`src/rtl/fetch_exec_sequencer_if.sv`:
```
// Control/status bundle between fetch_exec_sequencer and the datapath it drives.
// Optional macro FES_SINGLE_STEP_EN adds the Step input.
interface fetch_exec_sequencer_if #(
    parameter int unsigned INSTR_CNT_W = 8
);
    logic                   Start;
    logic [15:0]            IR_Q;
    logic                   IR_En;
    logic                   IR_LH;
    logic [1:0]             IR_FunSel;
    logic [3:0]             ARF_RegSel;
    logic [1:0]             ARF_FunSel;
    logic [1:0]             ARF_OutDSel;
    logic [3:0]             RF_RegSel;
    logic [1:0]             RF_FunSel;
    logic                   RF_ISel;
    logic                   Busy;
    logic                   Halted;
    logic                   Illegal;
    logic [INSTR_CNT_W-1:0] InstrCnt;
`ifdef FES_SINGLE_STEP_EN
    logic                   Step;

    modport master (
        input  Start, IR_Q, Step,
        output IR_En, IR_LH, IR_FunSel, ARF_RegSel, ARF_FunSel, ARF_OutDSel,
               RF_RegSel, RF_FunSel, RF_ISel, Busy, Halted, Illegal, InstrCnt
    );
    modport slave (
        output Start, IR_Q, Step,
        input  IR_En, IR_LH, IR_FunSel, ARF_RegSel, ARF_FunSel, ARF_OutDSel,
               RF_RegSel, RF_FunSel, RF_ISel, Busy, Halted, Illegal, InstrCnt
    );
`else
    modport master (
        input  Start, IR_Q,
        output IR_En, IR_LH, IR_FunSel, ARF_RegSel, ARF_FunSel, ARF_OutDSel,
               RF_RegSel, RF_FunSel, RF_ISel, Busy, Halted, Illegal, InstrCnt
    );
    modport slave (
        output Start, IR_Q,
        input  IR_En, IR_LH, IR_FunSel, ARF_RegSel, ARF_FunSel, ARF_OutDSel,
               RF_RegSel, RF_FunSel, RF_ISel, Busy, Halted, Illegal, InstrCnt
    );
`endif
endinterface

```
`src/rtl/fetch_exec_sequencer.sv`:
```
// Hardwired fetch-low / fetch-high / decode / execute sequencer for the ARF/IR/RegFile
// datapath. All control outputs are Moore-decoded from state (EX also decodes IR_Q).
// Optional macro FES_SINGLE_STEP_EN adds a PAUSE state released by a rising edge of Step.
module fetch_exec_sequencer #(
    parameter int unsigned INSTR_CNT_W   = 8,
    parameter int unsigned ILLEGAL_HALTS = 0
) (
    input logic                    CLK,
    input logic                    RST_N,
    fetch_exec_sequencer_if.master bus
);

    typedef enum logic [2:0] {
        StIdle,
        StInit,
        StF0,
        StF1,
        StDec,
        StEx,
        StHalt
`ifdef FES_SINGLE_STEP_EN
        , StPause
`endif
    } state_e;

    localparam logic [1:0] FunDec = 2'b00;
    localparam logic [1:0] FunInc = 2'b01;
    localparam logic [1:0] FunLd  = 2'b10;
    localparam logic [1:0] FunClr = 2'b11;

    localparam logic [3:0] SelPc = 4'b0001;
    localparam logic [3:0] SelAr = 4'b0010;

    localparam logic [INSTR_CNT_W-1:0] CntOne = INSTR_CNT_W'(1);

    state_e                 r_state;
    state_e                 w_next_state;
    state_e                 w_ex_done_state;
    logic [INSTR_CNT_W-1:0] r_instr_cnt;

    logic [3:0] w_opcode;
    logic [3:0] w_rx_onehot;
    logic       w_unused_ir;

    logic       w_ir_en;
    logic       w_ir_lh;
    logic [1:0] w_ir_funsel;
    logic [3:0] w_arf_regsel;
    logic [1:0] w_arf_funsel;
    logic [1:0] w_arf_outdsel;
    logic [3:0] w_rf_regsel;
    logic [1:0] w_rf_funsel;
    logic       w_rf_isel;
    logic       w_busy;
    logic       w_halted;
    logic       w_illegal;

    assign w_opcode    = bus.IR_Q[15:12];
    assign w_rx_onehot = 4'b0001 << bus.IR_Q[9:8];
    // Immediate feeds the datapath directly; bits 11:10 are don't-care.
    assign w_unused_ir = ^{bus.IR_Q[11:10], bus.IR_Q[7:0]};

`ifdef FES_SINGLE_STEP_EN
    logic r_step_q;
    logic w_step_rise;

    assign w_step_rise     = bus.Step & ~r_step_q;
    assign w_ex_done_state = StPause;

    // Step edge-detect history.
    always_ff @(posedge CLK or negedge RST_N) begin
        if (!RST_N) begin
            r_step_q <= 1'b0;
        end else begin
            r_step_q <= bus.Step;
        end
    end
`else
    assign w_ex_done_state = StF0;
`endif

    // State register.
    always_ff @(posedge CLK or negedge RST_N) begin
        if (!RST_N) begin
            r_state <= StIdle;
        end else begin
            r_state <= w_next_state;
        end
    end

    // Retired-instruction counter; every EX cycle retires exactly one instruction.
    always_ff @(posedge CLK or negedge RST_N) begin
        if (!RST_N) begin
            r_instr_cnt <= '0;
        end else if (r_state == StEx) begin
            r_instr_cnt <= r_instr_cnt + CntOne;
        end
    end

    // Next-state and Moore control decode.
    always_comb begin
        w_next_state  = r_state;
        w_ir_en       = 1'b0;
        w_ir_lh       = 1'b0;
        w_ir_funsel   = 2'b00;
        w_arf_regsel  = 4'b0000;
        w_arf_funsel  = 2'b00;
        w_arf_outdsel = 2'b00;
        w_rf_regsel   = 4'b0000;
        w_rf_funsel   = 2'b00;
        w_rf_isel     = 1'b0;
        w_busy        = 1'b0;
        w_halted      = 1'b0;
        w_illegal     = 1'b0;
        case (r_state)
            StIdle: begin
                if (bus.Start) begin
                    w_next_state = StInit;
                end
            end
            StInit: begin
                w_busy       = 1'b1;
                w_arf_regsel = SelPc;
                w_arf_funsel = FunClr;
                w_next_state = StF0;
            end
            StF0, StF1: begin
                w_busy        = 1'b1;
                w_arf_outdsel = 2'b00;
                w_ir_en       = 1'b1;
                w_ir_lh       = (r_state == StF1);
                w_ir_funsel   = FunLd;
                w_arf_regsel  = SelPc;
                w_arf_funsel  = FunInc;
                w_next_state  = (r_state == StF0) ? StF1 : StDec;
            end
            StDec: begin
                w_busy       = 1'b1;
                w_next_state = StEx;
            end
            StEx: begin
                w_busy       = 1'b1;
                w_next_state = w_ex_done_state;
                case (w_opcode)
                    4'b0000: ;
                    4'b0001: begin
                        w_rf_regsel = w_rx_onehot;
                        w_rf_funsel = FunLd;
                        w_rf_isel   = 1'b0;
                    end
                    4'b0010: begin
                        w_arf_outdsel = 2'b01;
                        w_rf_regsel   = w_rx_onehot;
                        w_rf_funsel   = FunLd;
                        w_rf_isel     = 1'b1;
                    end
                    4'b0011: begin
                        w_rf_regsel = w_rx_onehot;
                        w_rf_funsel = FunInc;
                    end
                    4'b0100: begin
                        w_rf_regsel = w_rx_onehot;
                        w_rf_funsel = FunDec;
                    end
                    4'b0101: begin
                        w_rf_regsel = w_rx_onehot;
                        w_rf_funsel = FunClr;
                    end
                    4'b0110: begin
                        w_arf_regsel = SelPc;
                        w_arf_funsel = FunLd;
                    end
                    4'b0111: begin
                        w_arf_regsel = SelAr;
                        w_arf_funsel = FunLd;
                    end
                    4'b1111: begin
                        w_next_state = StHalt;
                    end
                    default: begin
                        w_illegal = 1'b1;
                        if (ILLEGAL_HALTS != 0) begin
                            w_next_state = StHalt;
                        end
                    end
                endcase
            end
            StHalt: begin
                w_halted = 1'b1;
            end
`ifdef FES_SINGLE_STEP_EN
            StPause: begin
                if (w_step_rise) begin
                    w_next_state = StF0;
                end
            end
`endif
            default: begin
                w_next_state = StIdle;
            end
        endcase
    end

    assign bus.IR_En       = w_ir_en;
    assign bus.IR_LH       = w_ir_lh;
    assign bus.IR_FunSel   = w_ir_funsel;
    assign bus.ARF_RegSel  = w_arf_regsel;
    assign bus.ARF_FunSel  = w_arf_funsel;
    assign bus.ARF_OutDSel = w_arf_outdsel;
    assign bus.RF_RegSel   = w_rf_regsel;
    assign bus.RF_FunSel   = w_rf_funsel;
    assign bus.RF_ISel     = w_rf_isel;
    assign bus.Busy        = w_busy;
    assign bus.Halted      = w_halted;
    assign bus.Illegal     = w_illegal;
    assign bus.InstrCnt    = r_instr_cnt;

endmodule
```
`src/flat_wrapper.sv`:
```
// flat-port wrapper written by rule: the top's interface ports become plain ports
module fetch_exec_sequencer_flat 
#(
    parameter int unsigned INSTR_CNT_W   = 8,
    parameter int unsigned ILLEGAL_HALTS = 0
)
  (CLK, RST_N, bus_Start, bus_IR_Q, bus_IR_En, bus_IR_LH, bus_IR_FunSel, bus_ARF_RegSel, bus_ARF_FunSel, bus_ARF_OutDSel, bus_RF_RegSel, bus_RF_FunSel, bus_RF_ISel, bus_Busy, bus_Halted, bus_Illegal, bus_InstrCnt);
  fetch_exec_sequencer_if #(.INSTR_CNT_W(INSTR_CNT_W)) bus_i ();
  input logic CLK;
  input logic RST_N;
  input wire logic [$bits(bus_i.Start)-1:0] bus_Start;
  input wire logic [$bits(bus_i.IR_Q)-1:0] bus_IR_Q;
  output wire logic [$bits(bus_i.IR_En)-1:0] bus_IR_En;
  output wire logic [$bits(bus_i.IR_LH)-1:0] bus_IR_LH;
  output wire logic [$bits(bus_i.IR_FunSel)-1:0] bus_IR_FunSel;
  output wire logic [$bits(bus_i.ARF_RegSel)-1:0] bus_ARF_RegSel;
  output wire logic [$bits(bus_i.ARF_FunSel)-1:0] bus_ARF_FunSel;
  output wire logic [$bits(bus_i.ARF_OutDSel)-1:0] bus_ARF_OutDSel;
  output wire logic [$bits(bus_i.RF_RegSel)-1:0] bus_RF_RegSel;
  output wire logic [$bits(bus_i.RF_FunSel)-1:0] bus_RF_FunSel;
  output wire logic [$bits(bus_i.RF_ISel)-1:0] bus_RF_ISel;
  output wire logic [$bits(bus_i.Busy)-1:0] bus_Busy;
  output wire logic [$bits(bus_i.Halted)-1:0] bus_Halted;
  output wire logic [$bits(bus_i.Illegal)-1:0] bus_Illegal;
  output wire logic [$bits(bus_i.InstrCnt)-1:0] bus_InstrCnt;
  assign bus_i.Start = bus_Start;
  assign bus_i.IR_Q = bus_IR_Q;
  assign bus_IR_En = bus_i.IR_En;
  assign bus_IR_LH = bus_i.IR_LH;
  assign bus_IR_FunSel = bus_i.IR_FunSel;
  assign bus_ARF_RegSel = bus_i.ARF_RegSel;
  assign bus_ARF_FunSel = bus_i.ARF_FunSel;
  assign bus_ARF_OutDSel = bus_i.ARF_OutDSel;
  assign bus_RF_RegSel = bus_i.RF_RegSel;
  assign bus_RF_FunSel = bus_i.RF_FunSel;
  assign bus_RF_ISel = bus_i.RF_ISel;
  assign bus_Busy = bus_i.Busy;
  assign bus_Halted = bus_i.Halted;
  assign bus_Illegal = bus_i.Illegal;
  assign bus_InstrCnt = bus_i.InstrCnt;
  fetch_exec_sequencer #(.INSTR_CNT_W(INSTR_CNT_W), .ILLEGAL_HALTS(ILLEGAL_HALTS)) u_core (.CLK(CLK), .RST_N(RST_N), .bus(bus_i));
endmodule
```
`config.mk`:
```
export PLATFORM = sky130hd
export DESIGN_NAME = fetch_exec_sequencer_flat
export DESIGN_NICKNAME = d
export VERILOG_FILES = /design/src/rtl/fetch_exec_sequencer_if.sv /design/src/rtl/fetch_exec_sequencer.sv /design/src/flat_wrapper.sv
export SDC_FILE = /design/constraint.sdc
export NUM_CORES = 1
export LEC_CHECK = 0
export BUFFER_PORTS_ARGS = -buffer_cell sky130_fd_sc_hd__buf_2
export CAP_MARGIN = 20
export CORE_MARGIN = 3
export CORE_UTILIZATION = 39
export CTS_BUF_LIST = sky130_fd_sc_hd__clkbuf_8
export DETAILED_ROUTE_END_ITERATION = 10
export HOLD_SLACK_MARGIN = 0.15
export PLACE_DENSITY = 0.78
export SLEW_MARGIN = 10
export SYNTH_ARGS = -nofsm -noshare
export SYNTH_HDL_FRONTEND = slang
export SYNTH_SLANG_ARGS = --single-unit
export TNS_END_PERCENT = 30
```
`constraint.sdc`:
```
create_clock -name CLK -period 1.1 [get_ports CLK]
set_input_delay 0 -clock CLK [delete_from_list [all_inputs] [get_ports CLK]]
set_output_delay 0 -clock CLK [all_outputs]
set_load 0.01 [all_outputs]
```
==> flow_summary.html, run 1 <==
<table>
<tr><th>Metric</th><th>Value</th></tr>
<tr><th colspan="2">Status</th></tr>
<tr><td>Result of the run</td><td>finished with violations</td></tr>
<tr><td>Violations in the final reports</td><td>negative setup slack</td></tr>
<tr><th colspan="2">Worst hold path</th></tr>
<tr><td>Tightest Hold Check Type</td><td>input port to async pin</td></tr>
<tr><th colspan="2">Synth</th></tr>
<tr><td>Fraction of post-synthesis cell area in the top cell type by area</td><td>0.364</td></tr>
<tr><td>Yosys reg bits</td><td>11</td></tr>
<tr><td>Synth warn</td><td>0</td></tr>
<tr><td>Most area-consuming cells after synthesis</td><td>dfrtp_1, buf_4, xor2_1, nor3_1, xnor2_1</td></tr>
<tr><td>Cells after Synth</td><td>80</td></tr>
<tr><td>Part of the Yosys area used for sequential elements</td><td>0.364</td></tr>
<tr><td>Post-synthesis instance area</td><td>756 um^2</td></tr>
<tr><td>Avg Cell Area, Syn</td><td>9.45 um^2</td></tr>
<tr><td>Distinct cell type count of the synthesized netlist</td><td>31</td></tr>
<tr><td>Cell type with the largest total area after synthesis</td><td>dfrtp_1</td></tr>
<tr><th colspan="2">Global route</th></tr>
<tr><td>Met3 Track Usage GR</td><td>0.0453</td></tr>
<tr><td>Maximum number of pins on one net before global-route repair</td><td>12</td></tr>
<tr><td>Total global routing track utilization</td><td>0.168</td></tr>
<tr><td>Initial antenna violation count</td><td>0</td></tr>
<tr><td>Via count of the first global-routing pass</td><td>739</td></tr>
<tr><td>Global-route wire length before repair</td><td>3330 um</td></tr>
<tr><td>GR met2 Demand/Resource</td><td>0.280</td></tr>
<tr><td>Gr ovfl total</td><td>0</td></tr>
<tr><td>Global-route track usage on met1</td><td>0.219</td></tr>
<tr><td>Most used routing layer in global routing</td><td>met2</td></tr>
<tr><th colspan="2">Placed design</th></tr>
<tr><td>Post-detail-place hpwl</td><td>1310 um</td></tr>
<tr><td>Final weighted congestion in routability-driven placement</td><td>0.784</td></tr>
<tr><td>Number of input and output port buffers inserted</td><td>34</td></tr>
<tr><td>Post-placement setup slack</td><td>-0.156 ns</td></tr>
<tr><td>Placed Area</td><td>982 um^2</td></tr>
<tr><th colspan="2">Pwr</th></tr>
<tr><td>Max rail drop VDD</td><td>1.00 mV</td></tr>
<tr><td>Leakage power figure</td><td>0.651 nW</td></tr>
<tr><td>PwrDens</td><td>2170 nW/um^2</td></tr>
<tr><th colspan="2">Setup path</th></tr>
<tr><td>Critical path launch point type</td><td>register</td></tr>
<tr><td>Flop2flop setup slack</td><td>-0.24 ns</td></tr>
<tr><td>R2r startpoint</td><td>u_core.r_state[1]</td></tr>
<tr><td>Capture point of the worst reg-to-reg path</td><td>u_core.bus.InstrCnt[5]</td></tr>
<tr><td>Number of cells on the worst reg-to-reg path</td><td>5</td></tr>
<tr><td>Largest fanout on the critical path</td><td>5</td></tr>
<tr><td>Crit. End Element</td><td>output pin</td></tr>
<tr><td>Required @ worst endpoint</td><td>1.10 ns</td></tr>
<tr><td>Endpoint of the most critical setup path</td><td>bus_ARF_OutDSel[0]</td></tr>
<tr><td>Crit path launch</td><td>u_core.r_state[1]</td></tr>
<tr><td>CP Class</td><td>register to output pin</td></tr>
<tr><td>Signal arrival time at the worst endpoint</td><td>1.40 ns</td></tr>
<tr><th colspan="2">Floorplanning</th></tr>
<tr><td>Ports</td><td>49</td></tr>
<tr><td>Overall die area</td><td>2500 um^2</td></tr>
<tr><td>Chip Height</td><td>50.0 um</td></tr>
<tr><td>Width of the die</td><td>50.0 um</td></tr>
<tr><td>Effective utilization at floorplan</td><td>0.424</td></tr>
<tr><td>Area of the core</td><td>1780 um^2</td></tr>
<tr><td>Num rows</td><td>15</td></tr>
<tr><th colspan="2">Routing</th></tr>
<tr><td>Total wire length</td><td>1940 um</td></tr>
<tr><td>Number of vias in the routed layout</td><td>784</td></tr>
<tr><td>Wirelength per Cell</td><td>12.4 um</td></tr>
<tr><td>Via/cell ratio</td><td>4.99</td></tr>
<tr><td>Remaining DRCs</td><td>0</td></tr>
<tr><td>Total iterations of the first detailed-routing run</td><td>4</td></tr>
<tr><td>Number of routed nets with antenna violations</td><td>0</td></tr>
<tr><td>Initial detailed-routing violation count</td><td>12</td></tr>
<tr><th colspan="2">Timing</th></tr>
<tr><td>Clock Skew</td><td>0.00133 ns</td></tr>
<tr><td>Worst hold slack</td><td>0.164 ns</td></tr>
<tr><td>Fmax</td><td>0.713 GHz</td></tr>
<tr><td>Final critical-path share of the clock period</td><td>1.28</td></tr>
<tr><td>Setup violators final</td><td>25</td></tr>
<tr><td>Post-route minimum period</td><td>1.40 ns</td></tr>
<tr><td>Final Hold Violating Endpoints</td><td>0</td></tr>
<tr><td>Unrepaired setup endpoints after global routing</td><td>yes</td></tr>
<tr><td>Max-slew violation total from the final report</td><td>0</td></tr>
<tr><td>Worst Slack Setup Final</td><td>-0.303 ns</td></tr>
<tr><th colspan="2">Clocking</th></tr>
<tr><td>Number of buffers created by CTS</td><td>3</td></tr>
<tr><td>Post-CTS clock slew at the launch and capture registers of the worst setup and hold paths</td><td>0.05 ns</td></tr>
<tr><td>Worst-skew pair later-pin latency</td><td>0.24 ns</td></tr>
<tr><td>Deepest level of the CTS H-tree</td><td>1</td></tr>
<tr><td>CTS Buffer Depth</td><td>2</td></tr>
<tr><td>Clock root buffer</td><td>clkbuf_8</td></tr>
<tr><td>CTS tree</td><td>yes</td></tr>
<tr><td>Clock net sink count</td><td>11</td></tr>
<tr><th colspan="2">Cells and area</th></tr>
<tr><td>Share of cells above drive strength 1</td><td>0.576</td></tr>
<tr><td>Antenna Diode Count</td><td>0</td></tr>
<tr><td>Total number of nets in the final design</td><td>153</td></tr>
<tr><td>Synthesis-to-finish area growth</td><td>59.1%</td></tr>
<tr><td>Area of all placed cells without fillers</td><td>1200 um^2</td></tr>
<tr><th colspan="2">Run</th></tr>
<tr><td>Max-cap violations</td><td>0</td></tr>
</table>
synthesized netlist by cell type:
| cell | n |
|---|---|
| a211oi_1 | 1 |
| a21o_1 | 1 |
| a21oi_1 | 2 |
| and2_1 | 1 |
| and3_1 | 3 |
| and3_2 | 1 |
| and3b_1 | 2 |
| and4bb_2 | 1 |
| buf_4 | 6 |
| buf_6 | 1 |
| clkbuf_8 | 2 |
| conb_1 | 1 |
| dfrtp_1 | 11 |
| ha_1 | 1 |
| mux2i_1 | 1 |
| nand2_1 | 6 |
| nand2_2 | 1 |
| nand2b_1 | 1 |
| nand3_1 | 3 |
| nand3b_4 | 1 |
| nand4_1 | 4 |
| nor2_1 | 5 |
| nor2b_1 | 1 |
| nor3_1 | 7 |
| nor3b_1 | 2 |
| nor4b_1 | 1 |
| o21ai_0 | 2 |
| or3_2 | 1 |
| or4_1 | 1 |
| xnor2_1 | 4 |
| xor2_1 | 5 |
state kept, by name, indices dropped and copies added, names as in the netlist:
signal and flops:
u_core.bus.InstrCnt 8, u_core.r_state 3
cells by family (layout without fill, tap and decap cells):
logic type / Yosys count / count (layout) / synth area share
flops: 11 / 11 / 0.364
fa+ha+maj: 1 / 1 / 0.0166
buf+inv: 9 / 58 / 0.111
mux: 1 / 1 / 0.0132
other cells: 1 / 4 / 0.00496
xor+xnor: 9 / 9 / 0.104
simple gates: 42 / 42 / 0.339
compound gates: 6 / 6 / 0.0464
final cells by class:
type / count / area [um^2]
Sequential cell: 11 / 278
Timing Repair Buffer: 54 / 357
Multi-Input combinational cell: 63 / 492
Clock inverter: 1 / 3.75
Tap cell: 25 / 31.3
Clock buffer: 3 / 41.3
Fill cell: 148 / 581
cell usage in the layout (no fill, tap or decap), types with 2 or more instances in the layout:
cell | synthesis | routed
and3_1 | 3 | 3
buf_2 | 0 | 32
buf_4 | 6 | 13
buf_6 | 1 | 7
clkbuf_8 | 2 | 3
conb_1 | 1 | 4
dfrtp_1 | 11 | 9
dfrtp_2 | 0 | 2
dlygate4sd3_1 | 0 | 2
nand2_1 | 6 | 6
nand3_1 | 3 | 2
nand4_1 | 4 | 4
nor2_1 | 5 | 3
nor2_4 | 0 | 2
nor3_1 | 7 | 3
nor3_2 | 0 | 3
nor3b_2 | 0 | 2
o21ai_0 | 2 | 2
xnor2_1 | 4 | 4
xor2_1 | 5 | 5
worst min path at each step:
stage                     startpoint                      to  slack, ns  cells after the start
final                          RST_N  u_core.bus.InstrCnt[7]       0.16                      2
after floorplan                RST_N  u_core.bus.InstrCnt[0]      -0.30                      0
after global routing           RST_N  u_core.bus.InstrCnt[6]       0.20                      2
after CTS                      RST_N  u_core.bus.InstrCnt[7]       0.16                      2
after detailed placement       RST_N  u_core.bus.InstrCnt[7]      -0.12                      1
after global placement         RST_N  u_core.bus.InstrCnt[7]      -0.12                      1
per-layer routing:
metal  wire (um)  part of all wire
met4          14            0.0072
met5           0                 0
met2        1020              0.52
met3          95             0.049
met1         814              0.42
power breakdown:
group,internal (mW),switching [mW],leakage (nW)
combinational,0.835,0.719,0.482
clock,0.244,0.146,0.0269
sequential,0.529,0.131,0.141
total,1.61,0.997,0.651
per-stage QoR:
step	std cells	power, mW	setup TNS [ns]	util
finish	157	2.60	-5.12	0.674
global placement	144	1.84	-0.512	0.551
floorplan	83	1.44	-0.102	-
CTS	157	2.56	-4.75	0.648
detailed placement	144	1.88	-0.796	0.551
global route	157	2.79	-6.34	0.674
worst max-delay path, cell delays in order (launching register included):
cell and delay [ns]:
dfrtp_1 0.41, and4bb_2 0.35, buf_4 0.12, and3_4 0.18, buf_6 0.10
what timing repair did:
action | CTS | global route
endpoints found under the setup margin | 24 | 28
hold endpoints to repair | 12 | 0
gates resized for setup | 15 | 9
pin swaps | 10 | 4
hold buffers | 2 | 0
setup buffers | 7 | 0
Note: power is estimated with default switching activity, not from simulation.
==> inputs of run 2 (changes only) <==
--- a/config.mk
+++ b/config.mk
@@ -10,7 +10,6 @@
 export CORE_MARGIN = 3
-export CORE_UTILIZATION = 39
-export CTS_BUF_LIST = sky130_fd_sc_hd__clkbuf_8
+export CORE_UTILIZATION = 37
 export DETAILED_ROUTE_END_ITERATION = 10
 export HOLD_SLACK_MARGIN = 0.15
-export PLACE_DENSITY = 0.78
+export PLACE_DENSITY = 0.74
 export SLEW_MARGIN = 10
==> constraint.sdc (replaced) <==
create_clock -name CLK -period 1.1 [get_ports CLK]
set_input_delay 0.11 -clock CLK [delete_from_list [all_inputs] [get_ports CLK]]
set_output_delay 0.11 -clock CLK [all_outputs]
set_load 0.1 [all_outputs]
==> run 2 against run 1 <==
The flow now stops in 5_1_grt. Synthesized cell count is the same. Area after synthesis is the same.
==> flow_summary.html, run 2 <==
<table>
<tr><th>Metric</th><th>Value</th></tr>
<tr><th colspan="2">Status</th></tr>
<tr><td>Result of the run</td><td>did not finish (was finished with violations)</td></tr>
<tr><td>Stage at which the run stopped</td><td>5_1_grt</td></tr>
<tr><td>Error message</td><td>[ERROR DPL-0033] detailed placement checks failed during check placement.</td></tr>
<tr><th colspan="2">Synth</th></tr>
<tr><td>Most numerous cell in the Yosys netlist</td><td>dfrtp_1 (unchanged)</td></tr>
<tr><td>Post-synthesis instance area</td><td>756 um^2 (unchanged)</td></tr>
<tr><td>Primary flip-flop cell chosen by synthesis mapping</td><td>dfrtp_1 (unchanged)</td></tr>
<tr><td>Post-synthesis mux area share</td><td>0.0132 (unchanged)</td></tr>
<tr><td>Area fraction in compound gates after synthesis</td><td>0.0464 (unchanged)</td></tr>
<tr><td>Number of synthesized flops with an enable pin</td><td>0 (unchanged)</td></tr>
<tr><td>FFs w/ async S/R, synth</td><td>1.00 (unchanged)</td></tr>
<tr><td>Yosys reg bits</td><td>11 (unchanged)</td></tr>
<tr><td>Arithmetic-cell share of the synthesized area counting full adders, half adders and majority gates</td><td>0.0166 (unchanged)</td></tr>
<tr><td>Largest family of logic cells by synthesized area</td><td>simple AND/OR/NAND/NOR gates (unchanged)</td></tr>
<tr><td>Cell type with the largest total area after synthesis</td><td>dfrtp_1 (unchanged)</td></tr>
<tr><td>Post-synthesis share of cell area spent on and, or, nand and nor gates</td><td>0.339 (unchanged)</td></tr>
<tr><td>Part of the Yosys area used for sequential elements</td><td>0.364 (unchanged)</td></tr>
<tr><td>Most area-consuming cells after synthesis</td><td>dfrtp_1, buf_4, xor2_1, nor3_1, xnor2_1 (unchanged)</td></tr>
<tr><td>Distinct cell type count of the synthesized netlist</td><td>31 (unchanged)</td></tr>
<tr><td>Cells after Synth</td><td>80 (unchanged)</td></tr>
<tr><td>Avg Cell Area, Syn</td><td>9.45 um^2 (unchanged)</td></tr>
<tr><td>Synth warn</td><td>0 (unchanged)</td></tr>
<tr><td>Fraction of post-synthesis cell area in the top cell type by area</td><td>0.364 (unchanged)</td></tr>
<tr><td>Most common library cells after synthesis</td><td>dfrtp_1, nor3_1, buf_4, nand2_1 (unchanged)</td></tr>
<tr><td>XOR/XNOR share of the synthesized area</td><td>0.104 (unchanged)</td></tr>
<tr><th colspan="2">Timing</th></tr>
<tr><td>Worst endpoint type</td><td>top-level output</td></tr>
<tr><td>Endpoint with the least setup slack after the last global-route repair</td><td>bus_RF_RegSel[1]</td></tr>
<tr><th colspan="2">Placed design</th></tr>
<tr><td>Number of input and output port buffers inserted</td><td>34 (unchanged)</td></tr>
<tr><td>Post-placement setup slack</td><td>-0.406 ns (was -0.156 ns)</td></tr>
<tr><td>Post-detail-place hpwl</td><td>2180 um (was 1310 um)</td></tr>
<tr><td>Placed Area</td><td>1550 um^2 (was 982 um^2)</td></tr>
<tr><td>Final weighted congestion in routability-driven placement</td><td>0.724 (was 0.784)</td></tr>
<tr><th colspan="2">Floorplanning</th></tr>
<tr><td>Effective utilization at floorplan</td><td>0.415 (was 0.424)</td></tr>
<tr><td>Ports</td><td>49 (unchanged)</td></tr>
<tr><td>Chip Height</td><td>51.2 um (was 50.0 um)</td></tr>
<tr><td>Num rows</td><td>15 (unchanged)</td></tr>
<tr><td>Width of the die</td><td>51.2 um (was 50.0 um)</td></tr>
<tr><th colspan="2">Clocking</th></tr>
<tr><td>Clock root buffer</td><td>clkbuf_4 (was clkbuf_8)</td></tr>
<tr><td>CTS Buffer Depth</td><td>2 (unchanged)</td></tr>
<tr><td>Deepest level of the CTS H-tree</td><td>1 (unchanged)</td></tr>
<tr><td>Clock net sink count</td><td>11 (unchanged)</td></tr>
<tr><td>Number of buffers created by CTS</td><td>3 (unchanged)</td></tr>
<tr><th colspan="2">Global route</th></tr>
<tr><td>Initial antenna violation count</td><td>0</td></tr>
<tr><td>Maximum number of pins on one net before global-route repair</td><td>12</td></tr>
</table>
run 2: cell counts after synthesis:
No cell type changed its count.
run 2: cells by family after synthesis:
logic type	count (synthesis)
XOR/XNOR	9
buffers and inverters	9
AND/OR/NAND/NOR	42
flip-flops	11
adder cells (fa/ha/maj)	1
other	1
multiplexers	1
AO/OA/AOI/OAI	6
run 2: stage by stage:
stage               utilization  std cells
CTS                       0.920        163
detailed placement        0.852        156
global placement          0.852        156
floorplan                     -         83
run 2: timing repair:
item,CTS
buffers inserted,2
pin swaps,9
hold endpoints to repair,11
hold buffers,1
endpoints found under the setup margin,29
resized for setup,21
==> inputs of run 3 (changes only) <==
- CORE_AREA: default -> 3 3 64 66
- CORE_MARGIN: 3 -> default
- CORE_UTILIZATION: 37 -> default
- DIE_AREA: default -> 0 0 67 69
- HOLD_SLACK_MARGIN: 0.15 -> default
- PLACE_DENSITY: 0.74 -> default
- PLACE_DENSITY_LB_ADDON: default -> 0.15
- clock period: 1.1 -> 1.4 ns (I/O delays scaled with it)
==> run 3 against run 2 <==
The flow now finishes, with violations (negative setup slack).
==> flow_summary.html, run 3 (synthesis results as in run 1) <==
<table>
<tr><th>Metric</th><th>Value</th></tr>
<tr><th colspan="2">Placed design</th></tr>
<tr><td>Post-detail-place hpwl</td><td>1690 um (was 2180 um)</td></tr>
<tr><td>Number of input and output port buffers inserted</td><td>34 (unchanged)</td></tr>
<tr><td>Final weighted congestion in routability-driven placement</td><td>0.752 (was 0.724)</td></tr>
<tr><td>Post-placement setup slack</td><td>-0.0987 ns (was -0.406 ns)</td></tr>
<tr><td>Cell total after placement</td><td>170 (was 156)</td></tr>
<tr><td>Placed Area</td><td>1390 um^2 (was 1550 um^2)</td></tr>
<tr><th colspan="2">Floorplanning</th></tr>
<tr><td>Width of the die</td><td>67 um (was 51.2 um)</td></tr>
<tr><td>Effective utilization at floorplan</td><td>0.208 (was 0.415)</td></tr>
<tr><td>Ports</td><td>49 (unchanged)</td></tr>
<tr><td>Overall die area</td><td>4620 um^2</td></tr>
<tr><td>Num rows</td><td>22 (was 15)</td></tr>
<tr><td>Chip Height</td><td>69 um (was 51.2 um)</td></tr>
<tr><td>Area of the core</td><td>3630 um^2</td></tr>
<tr><th colspan="2">Status</th></tr>
<tr><td>Result of the run</td><td>finished with violations (was did not finish)</td></tr>
<tr><td>Violations in the final reports</td><td>negative setup slack</td></tr>
<tr><th colspan="2">Routing</th></tr>
<tr><td>Initial detailed-routing violation count</td><td>9</td></tr>
<tr><td>Number of vias in the routed layout</td><td>753</td></tr>
<tr><td>Number of routed nets with antenna violations</td><td>0</td></tr>
<tr><td>Detailed route wirelength on metal2</td><td>1060 um</td></tr>
<tr><td>Remaining DRCs</td><td>0</td></tr>
<tr><td>Wirelength per Cell</td><td>11.7 um</td></tr>
<tr><td>Met3 wirelength from detailed routing</td><td>86 um</td></tr>
<tr><td>Total wire length</td><td>2090 um</td></tr>
<tr><td>Via/cell ratio</td><td>4.23</td></tr>
<tr><td>Highest metal layer with signal wires</td><td>met4</td></tr>
<tr><td>Metal-1 WL</td><td>931 um</td></tr>
<tr><td>Total iterations of the first detailed-routing run</td><td>4</td></tr>
<tr><th colspan="2">Cells and area</th></tr>
<tr><td>Max reg flops</td><td>8</td></tr>
<tr><td>Most frequent cells in the layout</td><td>buf_12, buf_2, buf_4</td></tr>
<tr><td>Area of all placed cells without fillers</td><td>1550 um^2</td></tr>
<tr><td>Most frequent standard cell in the layout excluding fill and tap cells</td><td>buf_12</td></tr>
<tr><td>Layout Cells excl Fill</td><td>178</td></tr>
<tr><td>Final standard cell utilization of the core</td><td>0.427</td></tr>
<tr><td>Total number of nets in the final design</td><td>151</td></tr>
<tr><td>Synthesis-to-finish area growth</td><td>105%</td></tr>
<tr><td>Antenna Diode Count</td><td>0</td></tr>
<tr><td>FILL cells</td><td>382</td></tr>
<tr><td>Share of cells above drive strength 1</td><td>0.615</td></tr>
<tr><th colspan="2">Global route</th></tr>
<tr><td>Via count of the first global-routing pass</td><td>760</td></tr>
<tr><td>Total global routing track utilization</td><td>0.0879</td></tr>
<tr><td>Maximum number of pins on one net before global-route repair</td><td>12</td></tr>
<tr><td>Initial antenna violation count</td><td>0</td></tr>
<tr><td>Global-route wire length before repair</td><td>3350 um</td></tr>
<tr><td>Gr ovfl total</td><td>0</td></tr>
<tr><th colspan="2">Setup path</th></tr>
<tr><td>Critical path launch point type</td><td>register</td></tr>
<tr><td>Crit. End Element</td><td>output pin</td></tr>
<tr><td>Required @ worst endpoint</td><td>1.26 ns</td></tr>
<tr><td>Signal arrival time at the worst endpoint</td><td>1.55 ns</td></tr>
<tr><td>Largest fanout on the critical path</td><td>4</td></tr>
<tr><td>CP Class</td><td>register to output pin</td></tr>
<tr><td>Number of cells on the worst reg-to-reg path</td><td>5</td></tr>
<tr><th colspan="2">Timing</th></tr>
<tr><td>Clock Skew</td><td>0.00233 ns</td></tr>
<tr><td>Worst Slack Setup Final</td><td>-0.293 ns</td></tr>
<tr><td>Fmax</td><td>0.591 GHz</td></tr>
<tr><td>Max-slew violation total from the final report</td><td>0</td></tr>
<tr><td>Unrepaired setup endpoints after global routing</td><td>yes</td></tr>
<tr><td>Setup violators final</td><td>17</td></tr>
<tr><td>Post-route minimum period</td><td>1.69 ns</td></tr>
<tr><td>Final critical-path share of the clock period</td><td>1.21</td></tr>
<tr><td>Final Hold Violating Endpoints</td><td>0</td></tr>
<tr><td>Worst hold slack</td><td>0.237 ns</td></tr>
<tr><th colspan="2">Clocking</th></tr>
<tr><td>Number of buffers created by CTS</td><td>3 (unchanged)</td></tr>
<tr><td>CTS tree</td><td>yes</td></tr>
<tr><td>CTS Buffer Depth</td><td>2 (unchanged)</td></tr>
<tr><td>Worst-skew pair later-pin latency</td><td>0.23 ns</td></tr>
<tr><td>Clock root buffer</td><td>clkbuf_8 (was clkbuf_4)</td></tr>
<tr><td>Post-CTS clock slew at the launch and capture registers of the worst setup and hold paths</td><td>0.05 ns</td></tr>
<tr><td>Clock net sink count</td><td>11 (unchanged)</td></tr>
<tr><td>Deepest level of the CTS H-tree</td><td>1 (unchanged)</td></tr>
<tr><th colspan="2">Pwr</th></tr>
<tr><td>Max rail drop VDD</td><td>1.75 mV</td></tr>
<tr><td>Leakage power figure</td><td>0.753 nW</td></tr>
<tr><td>PwrDens</td><td>2500 nW/um^2</td></tr>
<tr><th colspan="2">Run</th></tr>
<tr><td>Max-cap violations</td><td>0</td></tr>
<tr><th colspan="2">Worst hold path</th></tr>
<tr><td>Worst Hold Path Cells</td><td>3</td></tr>
<tr><td>Tightest Hold Check Type</td><td>input port to register</td></tr>
</table>
run 3: final timing paths:
check	end	slack, ns	startpoint
max	bus_ARF_RegSel[0]	-0.29	u_core.r_state[1]
min	u_core.r_state[0]	0.24	bus_Start
max reg2reg	u_core.bus.InstrCnt[5]	0.03	u_core.r_state[1]
min reg2reg	u_core.bus.InstrCnt[7]	0.47	u_core.bus.InstrCnt[7]
max in group asynchronous	u_core.r_state[0]	0.90	RST_N
min in group asynchronous	u_core.bus.InstrCnt[0]	0.29	RST_N
run 3: critical path: stages (launching register included):
cell,delay (ns)
dfrtp_1,0.41
buf_4,0.15
or4_4,0.42
a21oi_4,0.16
buf_12,0.19
run 3: metal layers:
| layer | track usage | vias to the layer above |
|---|---|---|
| met4 | 0.0203 | 0 |
| met5 | 0 | - |
| met3 | 0.0163 | 2 |
| li1 | - | 378 |
| met2 | 0.147 | 24 |
| met1 | 0.115 | 349 |
run 3: cell type report:
type,count,area (um^2),share of cell area
Tap cell,48,60.1,0.0387
Multi-Input combinational cell,63,576,0.371
Timing Repair Buffer,52,597,0.384
Clock buffer,4,45.0,0.0290
Sequential cell,11,275,0.177
run 3: what timing repair did:
item | CTS | global route
setup buffers | 2 | 1
gates resized for setup | 15 | 4
pin swaps | 6 | 3
hold buffers | 1 | 0
cloned | 0 | 0
hold endpoints to repair | 11 | 0
endpoints found under the setup margin | 19 | 21
run 3: report_power, final:
group / switching, mW / internal [mW]
sequential: 0.0972 / 0.410
clock: 0.113 / 0.199
combinational: 1.99 / 1.08
run 3: through the flow:
step                      setup TNS (ns)  power (mW)
final                              -2.89        3.89
after global routing               -3.91        4.05
after CTS                          -3.06        3.88
after detailed placement          -0.300        3.41
after global placement            -0.230        3.39
after floorplan                    -7.34        2.49
==> inputs of run 4 (changes only) <==
- SETUP_SLACK_MARGIN: default -> 0.4
==> run 4 against run 3 <==
Non-clock buffer count unchanged. Critical path depth unchanged. Highest routed layer unchanged. Core utilization up 2.1 points. Design area up 4.8%. Cell count unchanged. Sequential cell count unchanged. Clock skew up 0.0025 ns. Power up 1.4%. Via count up 1.6%. Clock power about the same. The flow still finishes with violations (negative setup slack). Combinational power about the same. Sequential share of layout area down 0.59 points. Critical path type unchanged. Largest power group unchanged.
==> flow_summary.html, run 4 (synthesis results as in run 1) <==
<table>
<tr><th>Metric</th><th>Value</th></tr>
<tr><th colspan="2">Cells and area</th></tr>
<tr><td>Antenna Diode Count</td><td>0 (unchanged)</td></tr>
<tr><td>Most frequent standard cell in the layout excluding fill and tap cells</td><td>buf_12 (unchanged)</td></tr>
<tr><td>Final standard cell utilization of the core</td><td>0.448 (was 0.427)</td></tr>
<tr><td>Layout Cells excl Fill</td><td>178 (unchanged)</td></tr>
<tr><td>Total number of nets in the final design</td><td>151 (unchanged)</td></tr>
<tr><td>FILL cells</td><td>352 (was 382)</td></tr>
<tr><td>Most frequent cells in the layout</td><td>buf_12, buf_4, buf_2, dfrtp_1, nand2_1 (was buf_12, buf_2, buf_4)</td></tr>
<tr><td>Share of cells above drive strength 1</td><td>0.646 (was 0.615)</td></tr>
<tr><td>Max reg flops</td><td>8 (unchanged)</td></tr>
<tr><td>Synthesis-to-finish area growth</td><td>115% (was 105%)</td></tr>
<tr><th colspan="2">Timing</th></tr>
<tr><td>Post-route minimum period</td><td>1.68 ns (was 1.69 ns)</td></tr>
<tr><td>Final Hold Violating Endpoints</td><td>0 (unchanged)</td></tr>
<tr><td>Worst Slack Setup Final</td><td>-0.276 ns (was -0.293 ns)</td></tr>
<tr><td>Fmax</td><td>0.597 GHz (was 0.591 GHz)</td></tr>
<tr><td>Max-slew violation total from the final report</td><td>0 (unchanged)</td></tr>
<tr><td>Clock Skew</td><td>0.00480 ns (was 0.00233 ns)</td></tr>
<tr><td>Worst hold slack</td><td>0.255 ns (was 0.237 ns)</td></tr>
<tr><td>Unrepaired setup endpoints after global routing</td><td>yes (unchanged)</td></tr>
<tr><td>Sum of negative setup slack</td><td>-3.09 ns (was -2.89 ns)</td></tr>
<tr><td>Setup violators final</td><td>18 (was 17)</td></tr>
<tr><td>Final critical-path share of the clock period</td><td>1.20 (was 1.21)</td></tr>
<tr><th colspan="2">Setup path</th></tr>
<tr><td>Required @ worst endpoint</td><td>1.26 ns (about the same)</td></tr>
<tr><td>CP Class</td><td>register to output pin (unchanged)</td></tr>
<tr><td>Crit. End Element</td><td>output pin (unchanged)</td></tr>
<tr><td>Signal arrival time at the worst endpoint</td><td>1.54 ns (was 1.55 ns)</td></tr>
<tr><td>Critical path launch point type</td><td>register (unchanged)</td></tr>
<tr><td>Largest fanout on the critical path</td><td>4 (unchanged)</td></tr>
<tr><th colspan="2">Floorplanning</th></tr>
<tr><td>Num rows</td><td>22 (unchanged)</td></tr>
<tr><td>Chip Height</td><td>69 um (unchanged)</td></tr>
<tr><td>Area of the core</td><td>3630 um^2 (unchanged)</td></tr>
<tr><td>Ports</td><td>49 (unchanged)</td></tr>
<tr><td>Effective utilization at floorplan</td><td>0.208 (unchanged)</td></tr>
<tr><td>Width of the die</td><td>67 um (unchanged)</td></tr>
<tr><td>Overall die area</td><td>4620 um^2 (unchanged)</td></tr>
<tr><th colspan="2">Clocking</th></tr>
<tr><td>CTS Buffer Depth</td><td>2 (unchanged)</td></tr>
<tr><td>Clock net sink count</td><td>11 (unchanged)</td></tr>
<tr><td>Post-CTS clock slew at the launch and capture registers of the worst setup and hold paths</td><td>0.05 ns (about the same)</td></tr>
<tr><td>Clock root buffer</td><td>clkbuf_8 (unchanged)</td></tr>
<tr><td>Worst-skew pair later-pin latency</td><td>0.24 ns (was 0.23 ns)</td></tr>
<tr><td>CTS tree</td><td>yes (unchanged)</td></tr>
<tr><td>Deepest level of the CTS H-tree</td><td>1 (unchanged)</td></tr>
<tr><td>Number of buffers created by CTS</td><td>3 (unchanged)</td></tr>
<tr><th colspan="2">Global route</th></tr>
<tr><td>Via count of the first global-routing pass</td><td>791 (was 760)</td></tr>
<tr><td>Total global routing track utilization</td><td>0.0987 (was 0.0879)</td></tr>
<tr><td>Initial antenna violation count</td><td>0 (unchanged)</td></tr>
<tr><td>Global-route wire length before repair</td><td>3660 um (was 3350 um)</td></tr>
<tr><td>Gr ovfl total</td><td>0 (unchanged)</td></tr>
<tr><td>Maximum number of pins on one net before global-route repair</td><td>12 (unchanged)</td></tr>
<tr><th colspan="2">Routing</th></tr>
<tr><td>Initial detailed-routing violation count</td><td>46 (was 9)</td></tr>
<tr><td>Total iterations of the first detailed-routing run</td><td>4 (unchanged)</td></tr>
<tr><td>Via/cell ratio</td><td>4.30 (was 4.23)</td></tr>
<tr><td>Number of routed nets with antenna violations</td><td>0 (unchanged)</td></tr>
<tr><td>Total wire length</td><td>2140 um (was 2090 um)</td></tr>
<tr><td>Number of vias in the routed layout</td><td>765 (was 753)</td></tr>
<tr><td>Wirelength per Cell</td><td>12.0 um (was 11.7 um)</td></tr>
<tr><td>Remaining DRCs</td><td>0 (unchanged)</td></tr>
<tr><th colspan="2">Pwr</th></tr>
<tr><td>Internal</td><td>1.74 mW (was 1.69 mW)</td></tr>
<tr><td>Leakage power figure</td><td>0.746 nW (was 0.753 nW)</td></tr>
<tr><td>Proportion of power drawn by flip-flops and latches</td><td>0.132 (was 0.130)</td></tr>
<tr><td>Switching power of the nets</td><td>2.20 mW (about the same)</td></tr>
<tr><td>Power consumption</td><td>3.94 mW (was 3.89 mW)</td></tr>
<tr><td>Switching fraction of total power</td><td>0.559 (was 0.566)</td></tr>
<tr><td>Comb power frac</td><td>0.788 (was 0.789)</td></tr>
<tr><td>PwrDens</td><td>2420 nW/um^2 (was 2500 nW/um^2)</td></tr>
<tr><td>Clock Power Share</td><td>0.080 (about the same)</td></tr>
<tr><td>Max rail drop VDD</td><td>0.919 mV (was 1.75 mV)</td></tr>
<tr><th colspan="2">Placed design</th></tr>
<tr><td>Cell total after placement</td><td>169 (was 170)</td></tr>
<tr><td>Post-detail-place hpwl</td><td>1760 um (was 1690 um)</td></tr>
<tr><td>Number of input and output port buffers inserted</td><td>34 (unchanged)</td></tr>
<tr><td>Final weighted congestion in routability-driven placement</td><td>0.716 (was 0.752)</td></tr>
<tr><th colspan="2">Status</th></tr>
<tr><td>Violations in the final reports</td><td>negative setup slack (unchanged)</td></tr>
<tr><td>Result of the run</td><td>finished with violations (unchanged)</td></tr>
<tr><th colspan="2">Run</th></tr>
<tr><td>Max-cap violations</td><td>0 (unchanged)</td></tr>
<tr><th colspan="2">Worst hold path</th></tr>
<tr><td>Tightest Hold Check Type</td><td>input port to register (unchanged)</td></tr>
</table>
-- run 4: cell counts in the layout (fill, tap and decap cells not counted) --
No cell type changed its count.
-- run 4: power groups by stage --
stage               sequential, mW  clock, mW  combinational [mW]
finish                       0.521      0.315                3.10
global route                 0.537      0.350                3.23
CTS                          0.518      0.324                3.07
detailed placement           0.505          0                2.90
global placement             0.500          0                2.87
floorplan                    0.828          0                1.71
-- run 4: metal layers --
layer  GRT usage  vias up  routed length [um]
li1            -      374                   -
met1       0.121      365                 869
met3      0.0228        2                 124
met5           0        -                   0
met2       0.168       24                1140
met4      0.0270        0                   7
-- run 4: area by class of cell --
cell class	count	area [um^2]	share of cell area
well taps	48	60.1	0.0369
repair buffers	52	679	0.417
multi-input cells	63	564	0.347
flip-flops and latches	11	279	0.171
clock buffers	4	45.0	0.0277
-- run 4: worst max-delay path, cell delays in order, from the launching register on --
cell	delay, ns
dfrtp_1	0.40
and4bb_2	0.35
nand3_4	0.12
nor3b_4	0.23
buf_12	0.20
-- run 4: path summary, 6_finish.rpt --
check,startpoint,endpoint,slack (ns),cells past startpoint
hold / removal,bus_Start,u_core.r_state[0],0.25,3
hold reg to reg,u_core.bus.InstrCnt[7],u_core.bus.InstrCnt[7],0.47,1
min in group asynchronous,RST_N,u_core.bus.InstrCnt[3],0.31,2
setup / recovery,u_core.r_state[1],bus_RF_RegSel[1],-0.28,4
max in group asynchronous,RST_N,u_core.bus.InstrCnt[1],0.87,2
setup reg to reg,u_core.r_state[1],u_core.bus.InstrCnt[5],-0.18,7
-- run 4: stage by stage --
stage / setup slack [ns] / instance area [um^2]
floorplan: -0.594 / 883
global placement: -0.0664 / 1390
detailed placement: -0.0790 / 1390
CTS: -0.301 / 1600
global route: -0.347 / 1630
finish: -0.276 / 1630
-- run 4: repair_timing --
item,CTS,global route
setup buffers,3,1
setup endpoints to repair,36,36
hold buffers,1,0
cloned,0,0
resized for setup,37,9
pin swaps,8,5
hold endpoints to repair,11,0
